## src/rtl/neuron_pool_pkg.sv

```systemverilog
// neuron_pool_pkg
//   Shared definitions for the time-multiplexed neuron pool sequencer.
//   Holds the 4-phase RAM strobe codes, the sequencer FSM state encoding
//   and a helper that turns the pool size exponent into a sweep length.
//   No ports; imported by the sequencer top level.
package neuron_pool_pkg;

  // Phase codes carried in the low two bits of neuron_counter.
  // PH_SPARE is the slot where the spike lines are sampled.
  localparam logic [1:0] PH_COUNT = 2'd0;
  localparam logic [1:0] PH_READ  = 2'd1;
  localparam logic [1:0] PH_SPARE = 2'd2;
  localparam logic [1:0] PH_WRITE = 2'd3;

  typedef enum logic [1:0] {
    ST_IDLE  = 2'd0,
    ST_SWEEP = 2'd1,
    ST_DONE  = 2'd2
  } seq_state_e;

  // Number of rawclk cycles in one sweep: 2^(nn+1) neurons x 4 phases.
  function automatic int sweep_len(input int nn);
    return 1 << (nn + 3);
  endfunction

endpackage

```

## src/rtl/neuron_clk_div.sv

```systemverilog
// neuron_clk_div
//   Programmable divider that derives a neuron clock from rawclk.
//   The output toggles every half_cnt+1 rawclk cycles, so the full period
//   is 2*(half_cnt+1). A single-cycle rise flag marks the rawclk edge on
//   which neuron_clk goes 0->1, letting downstream logic react on that
//   same edge instead of resynchronising the divided clock.
// Ports:
//   rawclk      in   sole clock
//   reset_sim   in   asynchronous active-high reset
//   enable      in   1 = count; 0 = hold divider state
//   half_cnt    in   half-period minus one, in rawclk cycles
//   neuron_clk  out  divided clock
//   rise        out  combinational flag: next edge drives neuron_clk 0->1
module neuron_clk_div (
  input  logic        rawclk,
  input  logic        reset_sim,
  input  logic        enable,
  input  logic [31:0] half_cnt,
  output logic        neuron_clk,
  output logic        rise
);

  logic [31:0] delay_cnt_q, delay_cnt_d;
  logic        neuron_clk_q, neuron_clk_d;
  logic        toggle;

  // Count up to half_cnt, then flip the clock and restart. Using a
  // "less than" test means that lowering half_cnt below the running count
  // simply forces a toggle on the next cycle rather than a long wrap.
  always_comb begin
    delay_cnt_d  = delay_cnt_q;
    neuron_clk_d = neuron_clk_q;
    toggle       = 1'b0;
    if (enable) begin
      if (delay_cnt_q < half_cnt) begin
        delay_cnt_d = delay_cnt_q + 32'd1;
      end else begin
        toggle       = 1'b1;
        neuron_clk_d = ~neuron_clk_q;
        delay_cnt_d  = '0;
      end
    end
  end

  // Divider state register.
  always_ff @(posedge rawclk or posedge reset_sim) begin
    if (reset_sim) begin
      delay_cnt_q  <= '0;
      neuron_clk_q <= 1'b0;
    end else begin
      delay_cnt_q  <= delay_cnt_d;
      neuron_clk_q <= neuron_clk_d;
    end
  end

  assign neuron_clk = neuron_clk_q;
  assign rise       = toggle & ~neuron_clk_q;

endmodule

```

## src/rtl/neuron_pool_sequencer.sv

```systemverilog
// neuron_pool_sequencer
//   Time-multiplexing sequencer for an Izhikevich neuron pool. Each
//   neuron_clk rise starts one sweep over all 2^(NN+1) neurons, four rawclk
//   cycles per neuron, producing the RAM strobes for the neuron/synapse
//   datapath. Spike lines are sampled once per neuron and the per-channel
//   totals are published at the end of every sweep.
// Ports:
//   rawclk          in   sole clock
//   reset_sim       in   asynchronous active-high reset
//   enable          in   1 = run; 0 = freeze every register
//   half_cnt        in   neuron_clk half-period minus one
//   spikes_in       in   spike bit of the current neuron, per channel
//   neuron_clk      out  divided clock
//   neuron_counter  out  {neuron_index, phase}
//   neuron_index    out  index of the neuron being processed
//   write_count     out  phase 0 strobe
//   read_clock      out  phase 1 strobe
//   write_enable    out  phase 3 strobe
//   data_valid      out  first cycle of a sweep
//   spike_count     out  latched counts, channel k at [k*CW +: CW]
//   count_valid     out  one-cycle pulse when spike_count updates
//   overrun         out  sticky: neuron_clk rose while a sweep was busy
module neuron_pool_sequencer
  import neuron_pool_pkg::*;
#(
  parameter int NN  = 8,
  parameter int NCH = 2,
  parameter int CW  = NN + 2
) (
  input  logic              rawclk,
  input  logic              reset_sim,
  input  logic              enable,
  input  logic [31:0]       half_cnt,
  input  logic [NCH-1:0]    spikes_in,
  output logic              neuron_clk,
  output logic [NN+2:0]     neuron_counter,
  output logic [NN:0]       neuron_index,
  output logic              write_count,
  output logic              read_clock,
  output logic              write_enable,
  output logic              data_valid,
  output logic [NCH*CW-1:0] spike_count,
  output logic              count_valid,
  output logic              overrun
);

  localparam int            CNT_W     = NN + 3;
  localparam int            SWEEP_LEN = sweep_len(NN);
  localparam logic [NN+2:0] LAST_CNT  = CNT_W'(SWEEP_LEN - 1);

  seq_state_e        state_q, state_d;
  logic [NN+2:0]     counter_q, counter_d;
  logic [CW-1:0]     acc_q [NCH];
  logic [CW-1:0]     acc_d [NCH];
  logic [NCH*CW-1:0] spike_count_q, spike_count_d;
  logic              count_valid_q, count_valid_d;
  logic              overrun_q, overrun_d;
  logic              div_rise;
  logic              in_sweep;
  logic [1:0]        phase;

  neuron_clk_div u_div (
    .rawclk     (rawclk),
    .reset_sim  (reset_sim),
    .enable     (enable),
    .half_cnt   (half_cnt),
    .neuron_clk (neuron_clk),
    .rise       (div_rise)
  );

  // Sweep FSM, sampling and result publication. When enable is low every
  // register keeps its value, including count_valid, so a freeze is
  // completely transparent apart from stretching time. A rise that arrives
  // while a sweep is still busy only sets the sticky overrun flag; the
  // sweep in flight keeps its timing. Results are latched on the edge that
  // enters DONE, so count_valid is high for exactly the DONE cycle.
  always_comb begin
    state_d       = state_q;
    counter_d     = counter_q;
    acc_d         = acc_q;
    spike_count_d = spike_count_q;
    count_valid_d = count_valid_q;
    overrun_d     = overrun_q;
    if (enable) begin
      count_valid_d = 1'b0;
      if (div_rise && (state_q != ST_IDLE)) begin
        overrun_d = 1'b1;
      end
      unique case (state_q)
        ST_IDLE: begin
          counter_d = '0;
          if (div_rise) begin
            state_d = ST_SWEEP;
          end
        end
        ST_SWEEP: begin
          if (counter_q[1:0] == PH_SPARE) begin
            for (int k = 0; k < NCH; k++) begin
              acc_d[k] = acc_q[k] + CW'(spikes_in[k]);
            end
          end
          if (counter_q == LAST_CNT) begin
            state_d       = ST_DONE;
            counter_d     = '0;
            count_valid_d = 1'b1;
            for (int k = 0; k < NCH; k++) begin
              spike_count_d[k*CW +: CW] = acc_q[k];
              acc_d[k]                  = '0;
            end
          end else begin
            counter_d = counter_q + CNT_W'(1);
          end
        end
        ST_DONE: begin
          state_d = ST_IDLE;
        end
        default: begin
          state_d   = ST_IDLE;
          counter_d = '0;
        end
      endcase
    end
  end

  // State, counter, accumulator and result registers.
  always_ff @(posedge rawclk or posedge reset_sim) begin
    if (reset_sim) begin
      state_q       <= ST_IDLE;
      counter_q     <= '0;
      acc_q         <= '{default: '0};
      spike_count_q <= '0;
      count_valid_q <= 1'b0;
      overrun_q     <= 1'b0;
    end else begin
      state_q       <= state_d;
      counter_q     <= counter_d;
      acc_q         <= acc_d;
      spike_count_q <= spike_count_d;
      count_valid_q <= count_valid_d;
      overrun_q     <= overrun_d;
    end
  end

  // Strobes are decoded from registered state only, so they hold their
  // last value during a freeze and are all low outside a sweep.
  assign in_sweep       = (state_q == ST_SWEEP);
  assign phase          = counter_q[1:0];
  assign neuron_counter = counter_q;
  assign neuron_index   = counter_q[NN+2:2];
  assign write_count    = in_sweep && (phase == PH_COUNT);
  assign read_clock     = in_sweep && (phase == PH_READ);
  assign write_enable   = in_sweep && (phase == PH_WRITE);
  assign data_valid     = in_sweep && (counter_q == '0);
  assign spike_count    = spike_count_q;
  assign count_valid    = count_valid_q;
  assign overrun        = overrun_q;

endmodule

```

## config.mk

```make
export PLATFORM = sky130hd
export DESIGN_NAME = neuron_pool_sequencer
export DESIGN_NICKNAME = d
export VERILOG_FILES = /design/src/rtl/neuron_pool_pkg.sv /design/src/rtl/neuron_clk_div.sv /design/src/rtl/neuron_pool_sequencer.sv
export SDC_FILE = /design/constraint.sdc
export NUM_CORES = 1
export LEC_CHECK = 0
export CORE_MARGIN = 8
export CORE_UTILIZATION = 58
export CTS_BUF_LIST = sky130_fd_sc_hd__clkbuf_16
export DETAILED_ROUTE_END_ITERATION = 6
export GPL_TIMING_DRIVEN = 0
export PLACE_DENSITY = 0.94
export SLEW_MARGIN = 15
export SYNTH_ARGS = -nofsm -noshare
export SYNTH_HDL_FRONTEND = slang
export SYNTH_SLANG_ARGS = --single-unit
```

## constraint.sdc

```tcl
create_clock -name rawclk -period 7.6 [get_ports rawclk]
set_clock_uncertainty 0.05 [all_clocks]
set_input_delay 0.76 -clock rawclk [delete_from_list [all_inputs] [get_ports rawclk]]
set_output_delay 0.76 -clock rawclk [all_outputs]
set_load 0.005 [all_outputs]
```

# == Yosys cells after proc, flatten, opt, wreduce, memory -nomap -nowiden ==
# Index checks and enable logic that the tools add are counted.
# word_totals
out_inout_bits,47
reg_bits,88
in_bits,37
# op_classes
order_cmp,1
n_eq_ne,8
n_mux,12
addsub,4
n_reduce_logical,16
bitwise,4
# op_table
cell,n
$mux W20,2
$add A32 B1 Y32 const B,1
$lt A32 B32 Y1,1
$mux W32,1
$pmux W11 S2,1
$add A10 B1 Y10,2
$add A11 B1 Y11 const B,1
$eq A11 B11 Y1 const B,1
$logic_not A11 Y1,1
$mux W11,1
$reduce_and A3 Y1,3
$eq A2 B2 Y1 const B,3
$reduce_and A2 Y1,3
$logic_and A1 B1 Y1,5
$eq A2 B1 Y1 const B,2
$logic_not A2 Y1,2
$mux W1,4
$mux W2,2
$pmux W2 S2,1
$reduce_bool A2 Y1,2
$not A1 Y1,3
$ne A2 B1 Y1 const B,1
$ne A2 B2 Y1 const B,1
$and A1 B1 Y1,1

# == Longest topological paths before layout ==
# logic_depth
word_depth,6
ltp_mapped,9

# == Cells and area by module ==
# From an unflattened synthesis, not the netlist that was laid out.
# unflattened
hier_cells,541
area_unflattened_um2,5326.4
# modules_own_cells
module,area_each_um2,instances,cells_each
neuron_pool_sequencer,2845.2,1,260
neuron_clk_div,2481.1,1,281

# == Worst setup path before layout ==
# Ideal clock, no wire load.
# synth_path
kind,in2reg
startpoint,in half_cnt[15]
endpoint,reg u_div.delay_cnt_q[15]
stages,9
path_slack_ns,5.017
path_buffers,1
arrival_ns,2.415
cell_sequence,inv_1 > ha_1 > nand4_1 > or3_1 > a221o_1 > a31oi_4 > o21a_4 > buf_4 > nor2_1
# synth_between
elab_chain_len,2
# synth_rtl
element,line_no,text
from (decl),neuron_pool_sequencer.sv:33,"input logic [31:0] half_cnt,"
$lt A32 B32 Y1,neuron_clk_div.sv:35,if (delay_cnt_q < half_cnt) begin
$mux W32,neuron_clk_div.sv:35,
to (signal assigned),neuron_clk_div.sv:51,delay_cnt_q <= delay_cnt_d;
to (decl),neuron_clk_div.sv:23,"logic [31:0] delay_cnt_q, delay_cnt_d;"
# Every way passes these cells.
# A chain may end at the register's enable or synchronous reset.

# == Worst setup path in the final report ==
# layout_path
startpoint,reg counter_q[6] (netlist: neuron_counter[6])
endpoint,out data_valid
# layout_between
elab_chain_len,2
# layout_rtl
element,line_no,text
from (decl),neuron_pool_sequencer.sv:52,"logic [NN+2:0] counter_q, counter_d;"
from (signal assigned),neuron_pool_sequencer.sv:136,counter_q <= counter_d;
$logic_not A11 Y1,neuron_pool_sequencer.sv:153,assign data_valid = in_sweep && (counter_q == '0);
$logic_and A1 B1 Y1,neuron_pool_sequencer.sv:153,
to (decl),neuron_pool_sequencer.sv:41,"output logic data_valid,"
# Every way passes these cells.

==> metrics.md <==
| Metric | Value |
|---|---|
| Post-cts sizing count | 0 |
| Peak VDD IR | 117 uV |
| CP required | approximately 6.8 ns |
| Routed WL | about 12 mm |
| Initial antenna violation count | 0 |
| H-tree depth | 3 |
| First-pass GRT wire length | ~20 mm |
| Vias in the first global route | about 4300 |
| Number of synthesized flops with an enable pin | 0 |
| Via density | between 5 and 6 |
| Largest net degree at the start of global routing | 51 |
| Type of the worst setup path | flop to primary output |
| Antenna Cells | 0 |
| Post-DP HPWL | between 8 and 9 mm |
| Hold-fix buffers, CTS | 0 |
| Status | complete, no violations |
| Drt first pass iters | 4 |
| CP startpoint | neuron_counter[6] |
| Fin crit period | roughly 3.0 ns |
| Clock Pin Slew Worst Setup and Hold Paths | ~0.07 ns |
| Fin Setup TNS | 0 ns |
| Clock sink count | 88 |
| Top cells by area, synth | dfrtp_1 (44%), ha_1 (10%), xor2_1 (6.0%) |
| Final ANT Viol Nets | 0 |
| CTS tree | built |
| Fin. Hold Viols | 0 |
| CP endpoint kind | primary output |
| RSZ-0062 raised after global routing | no |
| Worst Reg-to-Reg Cells | 8 |
| CP arrival | around 2.2 ns |
| R2R Path End | u_div.delay_cnt_q[7] |
| Endpoints failing setup | 0 |
| Yosys top cell by area | dfrtp_1 |
| Leakage | roughly 3.1 nW |
| CTS Root Cell | clkbuf_16 |
| CTS Buf Count | 9 |
| Gpl congestion | slightly above 0.8 |
| Slew Limit Headroom | 61.6% |
| Placed cell count | 697 |
| DRC | 0 |
| Synth Cell Area | about 0.0050 sq mm |
| Worst-Margin Slew | 0.572 ns |
| Final instance count without filler cells | slightly above 700 |
| Overflow after GRT | 0 |
| GRT Overall Usage | 21.5% |
| Setup repair bufs after CTS | 0 |
| Ports | 84 |
| Die H | between 100 and 150 um |
| Wire per inst | ~17 um |
| Worst setup path endpoint | data_valid |
| Initial Util | 58.5% |
| Area Overhead vs Synth | 25.8% |
| Main synth FF type | dfrtp_1 |
| Reg2reg start | u_div.delay_cnt_q[14] |
| Syn nets | roughly 580 |
| Die Wd | approximately 110 um |
| Pwr/cell area | 162 mW/mm^2 |
| Placeable Area | roughly 0.0086 sq mm |
| Mean area per synthesized cell | around 9.9 sq um |
| Hold WS | 0.453 ns |
| Flop-to-flop setup slack | 5.11 ns |
| Clk_lat worst skew | 0.34 ns |
| Die ar. | 0.0119 sq mm |
| Post-synth top area share | 44.0% |
| Routed vias | between 4000 and 5000 |
| Critical Path Start Type | flop |
| I/O Buffers | 83 |
| Fill count | 545 |
| Fmax | approximately 340 MHz |
| Flops & latches, synth | 88 |
| # rows | 34 |
| Mapped Cells | approximately 500 |
| Final period util | between 30% and 40% |
| Max clock buf depth | 2 |
| Cell variety after synth | 44 |
| Iter 0 DRT Violations | about 190 |
| Nets | ~680 |
| Layout cells sized above 1 | between 10% and 20% |
| Fin. max-slew vios | 0 |
| CP max FO | 9 |
| Async set or reset register ratio after synthesis | 100% |
| Max-cap violation count | 0 |
| Sequential share of the synthesized area | approximately 44% |
| YS warnings | 0 |
| Worst Hold Class | flop to flop |
[critical path, cell delays in order, from the launching register on]
cell and delay, ns:
dfrtp_1 0.49, or4_1 0.55, nor4_1 0.24, clkdlybuf4s50_1 0.55
[cells in the final DEF, fill, tap and decap left out, types with 2 or more instances in the layout]
master and count:
or2_2 2, clkbuf_16 9, o21ai_0 9, nand3_1 21, inv_8 4, and3_1 8
a22o_1 7, xor2_1 34, a21oi_1 19, clkdlybuf4s50_1 83, and4_1 7, nor2_1 62
inv_1 45, dfrtp_1 88, xnor2_1 18, nor3_1 13, and2_1 7, nor2b_1 2
or3_1 2, nand4_1 20, nand2_1 35, ha_1 40, a21o_1 3, nor4_1 4
buf_4 13, o31ai_1 2, clkbuf_1 2, mux2_2 22
[through the flow]
step | area (sq um) | setup slack [ns] | power, mW | util [%]
CTS | 6290 | 4.58 | 1.03 | 73.6
detailed placement | 6000 | 4.32 | 0.594 | 70.1
finish | 6290 | 4.62 | 1.02 | 73.6
global route | 6290 | 4.46 | 1.06 | 73.6
floorplan | 5000 | 4.51 | 0.552 | -
global placement | 5970 | 3.28 | 0.582 | 69.8
[how the worst min path moves through the flow]
stage | startpoint | depth (start not counted) | to
2_1_floorplan | overrun | 1 | overrun
3_3_place_gp | overrun | 1 | overrun
3_5_place_dp | overrun | 1 | overrun
4_1_cts | overrun | 1 | overrun
5_1_grt | overrun | 1 | overrun
6_report | overrun | 1 | overrun
[power breakdown]
part	switching (mW)	internal, mW	total, mW
clock	0.201	0.232	0.433
combinational	0.0434	0.0447	0.0881
sequential	0.0170	0.480	0.497
total	0.261	0.757	1.02
[logic make-up (layout without fill, tap and decap cells)]
family                   count (synthesis)  count (layout)  synth area share [%]
multiplexers                            23              23                  5.15
XOR/XNOR                                52              52                  9.10
buffers and inverters                   64             164                  5.95
flip-flops                              88              88                  44.0
adder cells (fa/ha/maj)                 40              40                  10.0
AO/OA/AOI/OAI                           50              50                  7.13
AND/OR/NAND/NOR                        188             188                  18.6
[state kept, by name, summed over array words and instances, names as in the netlist]
signal	cells
u_div.delay_cnt_q	32
acc_q	20
spike_count	20
neuron_counter	11
state_q	2
count_valid	1
overrun	1
u_div.neuron_clk	1
[layer usage]
layer  GRT usage, %  routed length [um]
met5              0                   0
met4           9.48                 259
met3           3.84                 630
met2           37.2                6120
met1           25.7                4850
[Yosys cell counts (all sizes together), types with 2 or more instances]
master  instances
clkbuf          2
a22o            7
nand4          20
or3             2
nand3          21
and2            7
mux2           22
xnor2          18
buf            16
ha             40
xor2           34
nor2b           2
a21o            3
nor2           63
nor4            5
o21ai           9
nor3           13
nand2          35
o31ai           2
and3            8
inv            46
and4            7
or2             2
dfrtp          88
a21oi          19
[cell type report]
cell class              count  area (sq um)  area share, %
plain buffers              18           125           1.99
flip-flops and latches     88          2200           35.0
clock inverters             7          70.1           1.11
clock buffers               9           225           3.58
repair buffers             84           858           13.6
inverters                  46           175           2.78
multi-input cells         353          2500           39.8
well taps                 108           135           2.15
Power figures use the tool's default switching activity.
